## src/rtl/missile_launcher.sv

```systemverilog
// Fire-control scheduler for the player's missile slots: conditions the fire button,
// launches the lowest free slot on a toggle-encoded bus, then waits for ack and cools down.
module missile_launcher #(
    parameter int NUM_SLOTS       = 8,
    parameter int COOLDOWN_CYCLES = 4000000,
    parameter int ACK_TIMEOUT     = 1024
) (
    input  logic                 clk,
    input  logic                 rst,
    input  logic                 fire_btn,
    input  logic                 game_en,
    input  logic [NUM_SLOTS-1:0] slot_busy,
    output logic [NUM_SLOTS-1:0] btn_missle_en,
    output logic                 launch_pulse,
    output logic [2:0]           launched_slot,
    output logic                 all_busy,
    output logic [15:0]          shots_fired,
    output logic [7:0]           dropped,
    output logic                 fault
);

    localparam int ACK_W = $clog2(ACK_TIMEOUT + 1);

    typedef enum logic [1:0] {
        IDLE,
        WAIT_ACK,
        COOLDOWN
    } state_t;

    state_t             state;
    logic               s1, s2, s3;
    logic               fire_edge;
    logic [ACK_W-1:0]   ack_cnt;
    logic [23:0]        cool_cnt;
    logic [2:0]         free_idx;
    logic [NUM_SLOTS-1:0] free_mask;
    logic               launch_ok;
    logic               drop_now;

    // s1/s2 resolve metastability; s3 remembers the previous synchronized level
    always_ff @(posedge clk or posedge rst) begin
        if (rst) begin
            s1 <= 1'b0;
            s2 <= 1'b0;
            s3 <= 1'b0;
        end else begin
            s1 <= fire_btn;
            s2 <= s1;
            s3 <= s2;
        end
    end

    assign fire_edge = s2 & ~s3;
    assign all_busy  = &slot_busy;

    // Descending scan so the lowest free index is the last one written
    always_comb begin
        free_idx = '0;
        for (int i = NUM_SLOTS - 1; i >= 0; i--) begin
            if (!slot_busy[i]) begin
                free_idx = 3'(i);
            end
        end
        free_mask = NUM_SLOTS'(1) << free_idx;
    end

    assign launch_ok = fire_edge & game_en & ~all_busy & (state == IDLE);
    assign drop_now  = fire_edge & ~launch_ok;

    always_ff @(posedge clk or posedge rst) begin
        if (rst) begin
            state         <= IDLE;
            btn_missle_en <= '0;
            launch_pulse  <= 1'b0;
            launched_slot <= '0;
            shots_fired   <= '0;
            dropped       <= '0;
            fault         <= 1'b0;
            ack_cnt       <= '0;
            cool_cnt      <= '0;
        end else begin
            launch_pulse <= 1'b0;

            if (drop_now && dropped != 8'hFF) begin
                dropped <= dropped + 8'd1;
            end

            case (state)
                IDLE: begin
                    if (launch_ok) begin
                        btn_missle_en <= btn_missle_en ^ free_mask;
                        launch_pulse  <= 1'b1;
                        launched_slot <= free_idx;
                        shots_fired   <= shots_fired + 16'd1;
                        ack_cnt       <= '0;
                        state         <= WAIT_ACK;
                    end
                end

                // A missing ack is flagged but the launch toggle is left in place
                WAIT_ACK: begin
                    if (slot_busy[launched_slot]) begin
                        cool_cnt <= 24'(COOLDOWN_CYCLES - 1);
                        state    <= COOLDOWN;
                    end else if (ack_cnt == ACK_W'(ACK_TIMEOUT - 1)) begin
                        fault    <= 1'b1;
                        cool_cnt <= 24'(COOLDOWN_CYCLES - 1);
                        state    <= COOLDOWN;
                    end else begin
                        ack_cnt <= ack_cnt + 1'b1;
                    end
                end

                COOLDOWN: begin
                    if (cool_cnt == 24'd0) begin
                        state <= IDLE;
                    end else begin
                        cool_cnt <= cool_cnt - 24'd1;
                    end
                end

                default: state <= IDLE;
            endcase
        end
    end

endmodule

```

## config.mk

```make
export PLATFORM = sky130hd
export DESIGN_NAME = missile_launcher
export DESIGN_NICKNAME = d
export VERILOG_FILES = /design/src/rtl/missile_launcher.sv
export SDC_FILE = /design/constraint.sdc
export NUM_CORES = 1
export LEC_CHECK = 0
export CAP_MARGIN = 10
export CORE_AREA = 2 2 87 81
export DETAILED_ROUTE_END_ITERATION = 7
export DIE_AREA = 0 0 89 83
export PLACE_DENSITY = 0.83
export SYNTH_ARGS = -nofsm -noshare
export SYNTH_HDL_FRONTEND = slang
export SYNTH_SLANG_ARGS = --single-unit
```

## constraint.sdc

```tcl
create_clock -name clk -period 4.8 [get_ports clk]
set_input_delay 0.96 -clock clk [delete_from_list [all_inputs] [get_ports clk]]
set_output_delay 0.96 -clock clk [all_outputs]
set_load 0.02 [all_outputs]
```

==> out/metrics.yaml, run 1 <==
status: "completed"
place_inst: 506
insertion_delay_ns: 0.34
synth_common_cells: "dfrtp_1 (77), nand2_1 (36), nor2_1 (30)"
antenna_found_initial: 0
vias_per_cell: 5.81
post_synth.cell_area_avg_sq_um: 9.98
synth.distinct_cells: 47
synthFlopType: "dfrtp_1"
grt_overflow: 0
num_vias: 3028
setup_viol: 0
synthCells: 373
max_slew.worst_pin.slew_ns: 0.817
hold_viol: 0
ir_drop_mv: 0.316
drcViolationCount: 0
fmax_mhz: 267
cts_made_buffers: 9
async_flop_share_pct: 100
cts_sinks: 77
grt_pass1_wl_mm: 14.1
die_h_microns: 83
fin_crit_ns: 3.75
synth_seq_cells: 77
gp_congestion: 0.857
fin_worst_skew_ns: 0.00907
tritoncts: "yes"
required_ns: 3.84
cp-end-kind: "primary output"
h-tree-depth: 3
hold_class: "reg2reg"
post-cts-setup-buffers: 0
core-area_sq_mm: 0.00645
fin_nets: 444
drv_slew: 0
wl_per_cell_microns: 15.7
dr.pass1.iters: 4
grtUsageTotal_pct: 24.2
die_x_microns: 89
finalSetupTns_ns: 0
grt_max_degree: 41
rows: 28
start_util_pct: 57.8
die-area_sq_mm: 0.00739
instances_no_fill: 521
netlist.top_cell.by_area: "dfrtp_1"
arrival_ns: 2.79
cts_hold_buf: 0
clock_path_buffers: 2
p_leak_nw: 1.91
grt_pass1_vias: 2928
synth_area_sq_mm: 0.00372
drive_gt1_share_pct: 6.73
yosysSeqAreaShare_pct: 51.7
dp_hpwl_mm: 5.94
drt_iter0_drc: 216
synth_area_leaders: "dfrtp_1 (52%), xnor2_1 (5.4%), xor2_1 (3.8%)"
antenna_cells: 0
synth_edf_count: 0
slew_headroom_pct: 45.4
ant_nets: 0
synth_most_common_cell: "dfrtp_1"
syn_to_final_growth_pct: 21.9
rsz0062_at_grt: "false"
port_buffers: 49
critPathMaxFanout: 4
synth_nets: 390
ctsResizeCount: 0
cap_violations: 0
wl_mm: 8.20
ios: 50
worstSetupPathType: "in2out"
cts.root.buffer_cell: "clkbuf_8"
synth_top_area_share_pct: 51.7
critPathLaunchType: "primary input"
cts.clk_slew.worst_paths_ns: 0.08
rrSetupSlack_ns: 1.68
period_share_pct: 78.0
nFillCells: 484
yosys_warnings: 0
p_per_area_mw_per_mm2: 445
## final cells by class
type	count	area (sq um)	area share, %
Clock buffer	10	128	2.81
Clock inverter	5	100	2.21
Inverter	11	41.3	0.910
Multi-Input combinational cell	277	1720	38.0
Sequential cell	77	1930	42.5
Tap cell	90	113	2.48
Timing Repair Buffer	51	505	11.1
## through the flow
step / total power [W] / util, % / hold slack, ns / cell area, sq um / setup slack, ns
after floorplan: 0.00122 / - / 0.331 / 3720 / 1.87
after global routing: 0.00213 / 70.4 / 0.375 / 4540 / 0.958
after global placement: 0.00144 / 66.9 / 0.333 / 4310 / 1.07
after CTS: 0.00203 / 70.4 / 0.352 / 4540 / 1.05
after detailed placement: 0.00147 / 66.9 / 0.335 / 4310 / 1.06
final: 0.00202 / 70.4 / 0.352 / 4540 / 1.05
## layer usage
layer  track usage, %  wire, microns
met1             33.5           3700
met2             37.9           3990
met3             5.37            403
met4             8.28            100
met5                0              0
## report_power, final
part | internal (W) | leakage (nW) | total [W] | switching (W)
Sequential | 0.000759 | 0.968 | 0.000892 | 0.000133
Clock | 0.000341 | 0.116 | 0.000564 | 0.000223
Combinational | 0.000251 | 0.826 | 0.000563 | 0.000313
Total | 0.00135 | 1.91 | 0.00202 | 0.000669
## final timing paths
| check | startpoint | to | cells after the start |
|---|---|---|---|
| setup / recovery | slot_busy[5] | all_busy | 5 |
| hold / removal | s1 | s2 | 0 |
| setup reg to reg | ack_cnt[0] | cool_cnt[22] | 7 |
| hold reg to reg | s1 | s2 | 0 |
| max in group asynchronous | rst | ack_cnt[10] | 3 |
| min in group asynchronous | rst | s1 | 2 |
## worst max-delay path, cell delays in order
cell and delay [ns]:
clkdlybuf4s50_1 0.53, nand4_1 0.12, or3_1 0.48, inv_1 0.09, clkdlybuf4s50_1 0.60
## kinds of logic after synthesis
logic type               synth area share [%]
multiplexers                             2.08
XOR/XNOR                                 9.17
flip-flops                               51.7
buffers and inverters                    1.95
AND/OR/NAND/NOR                          23.7
AO/OA/AOI/OAI                            9.64
adder cells (fa/ha/maj)                  1.68
## layout by cell type (no fill, tap or decap), types with 8 or more instances in the layout
cell type and instances:
clkdlybuf4s50_1 49, inv_1 9, a21oi_1 13, o21ai_0 20
xor2_1 16, and3_1 8, nand2_1 36, dfrtp_1 77
clkbuf_8 9, nand3_1 19, xnor2_1 23, nand4_1 16
nor2_1 30, nor3_1 8
## registers in the layout, summed over array words and instances (netlist names)
register       count
dropped            8
launched_slot      3
s1                 1
state              2
fault              1
launch_pulse       1
shots_fired       16
s2                 1
s3                 1
cool_cnt          24
btn_missle_en      8
ack_cnt           11
Power figures use the tool's default switching activity.
==> inputs of run 2 (changes only) <==
Settings changed: CORE_AREA 2 2 87 81 to 2 2 95 88, DIE_AREA 0 0 89 83 to 0 0 97 90, PLACE_DENSITY 0.83 to 0.74.
Clock period 4.8 ns to 3.2 ns, I/O delays scaled along.
==> out/metrics.yaml, run 2 (synthesized netlist as in run 1, its figures left out) <==
status: "completed"
swShare_pct: 34.7
largestRegisters: "cool_cnt: 24 flops, shots_fired: 16 flops, ack_cnt: 11 flops"
setup_ws_ns: 0.161
vias_per_cell: 5.43
p_int_w: 0.00193
whs_ns: 0.351
critPathLaunchType: "primary input"
syn_to_final_growth_pct: 23.9
hold_class: "reg2reg"
fin_nets: 453
rows: 31
rsz0062_at_grt: "false"
cts_made_buffers: 9
arrival_ns: 2.40
fmax_mhz: 329
gp_congestion: 0.847
fin_worst_skew_ns: 0.00774
drv_slew: 0
die-area_sq_mm: 0.00873
required_ns: 2.56
power_frac_clock_pct: 26.0
antenna_found_initial: 0
path_common_cell: "clkdlybuf4s50_1"
path_cells: "clkdlybuf4s50_1, nand4_1, or3_1, inv_1, clkdlybuf4s50_1"
p_sw_w: 0.00103
power_frac_seq_pct: 45.0
max_slew.worst_pin.slew_ns: 0.722
cap_violations: 0
clock_path_buffers: 2
drcViolationCount: 0
cts.clk_slew.worst_paths_ns: 0.08
cp-end-kind: "primary output"
core-area_sq_mm: 0.00780
grtUsageTotal_pct: 19.4
setup_viol: 0
drive_gt1_share_pct: 9.07
num_vias: 2930
antenna_cells: 0
cpPeakStageDelay_ns: 0.59
post-cts-setup-buffers: 0
period_share_pct: 95.0
regMostFlops: "cool_cnt"
wl_per_cell_microns: 14.9
die_x_microns: 97
ant_nets: 0
ios: 50
cts_hold_buf: 0
cts.root.buffer_cell: "clkbuf_8"
p_leak_nw: 1.94
p_per_area_mw_per_mm2: 642
cts_sinks: 77
start_util_pct: 47.8
critPathMaxFanout: 4
slew_headroom_pct: 51.7
layout_commonest_cell: "dfrtp_1"
rrSetupSlack_ns: 0.50
multiInputGateArea_sq_mm: 0.00172
h-tree-depth: 3
tritoncts: "yes"
layout_common_cells: "dfrtp_1 (77), clkdlybuf4s50_1 (49), nand2_1 (36), nor2_1 (30), xnor2_1 (23)"
fin_crit_ns: 3.04
crit_slowest_cell: "clkdlybuf4s50_1"
dr.pass1.iters: 4
wl_mm: 8.02
grt_overflow: 0
drt_iter0_drc: 162
nFillCells: 665
finalSetupTns_ns: 0
grt_pass1_vias: 2908
ir_drop_mv: 0.380
largest_reg_flops: 24
grt_pass1_wl_mm: 13.8
hold_viol: 0
worstSetupPathType: "in2out"
pwr-share-comb_pct: 29.0
insertion_delay_ns: 0.35
place_area_sq_mm: 0.00440
stdcell_area_sq_mm: 0.00461
grt_max_degree: 49
dp_hpwl_mm: 5.80
preCtsSetupSlack_ns: 0.169
die_h_microns: 90
port_buffers: 49
ctsResizeCount: 0
seqCellArea_sq_mm: 0.00193
## run 2: layout make-up
| type | instances | area share, % |
|---|---|---|
| Timing Repair Buffer | 60 | 12.7 |
| Tap cell | 99 | 2.69 |
| Clock buffer | 11 | 3.28 |
| Inverter | 11 | 0.895 |
| Sequential cell | 77 | 41.8 |
| Clock inverter | 5 | 1.28 |
| Multi-Input combinational cell | 277 | 37.4 |
## run 2: final timing paths
check	start	to	depth (start not counted)
max	slot_busy[4]	all_busy	5
min	s1	s2	0
max reg2reg	ack_cnt[0]	cool_cnt[18]	8
min reg2reg	s1	s2	0
max in group asynchronous	rst	cool_cnt[6]	3
min in group asynchronous	rst	shots_fired[15]	2
## run 2: critical path: cells and delay by family
| family | cells | cell delay [ns] |
|---|---|---|
| AND/OR/NAND/NOR | 2 | 0.56 |
| buffers and inverters | 3 | 1.19 |
## run 2: per-layer routing
layer	track usage (%)	up-vias	part of all wire, %
met4	8.22	0	0.84
met3	4.74	6	3.1
met5	0	-	0
met2	30.4	43	48
li1	-	1459	-
met1	25.8	1422	48
## run 2: metrics by stage
step | utilization [%] | power, W | cells
2_1_floorplan | - | 0.00183 | 373
3_3_place_gp | 56.5 | 0.00219 | 524
3_5_place_dp | 56.5 | 0.00222 | 524
4_1_cts | 59.2 | 0.00299 | 540
5_1_grt | 59.2 | 0.00313 | 540
6_report | 59.2 | 0.00296 | 540
## run 2: power by group through the flow
stage / logic (W) / registers, W / clock network (W)
global placement: 0.000848 / 0.00135 / 0
floorplan: 0.000393 / 0.00144 / 0
CTS: 0.000868 / 0.00133 / 0.000791
detailed placement: 0.000864 / 0.00135 / 0
finish: 0.000860 / 0.00133 / 0.000770
global route: 0.000939 / 0.00136 / 0.000825
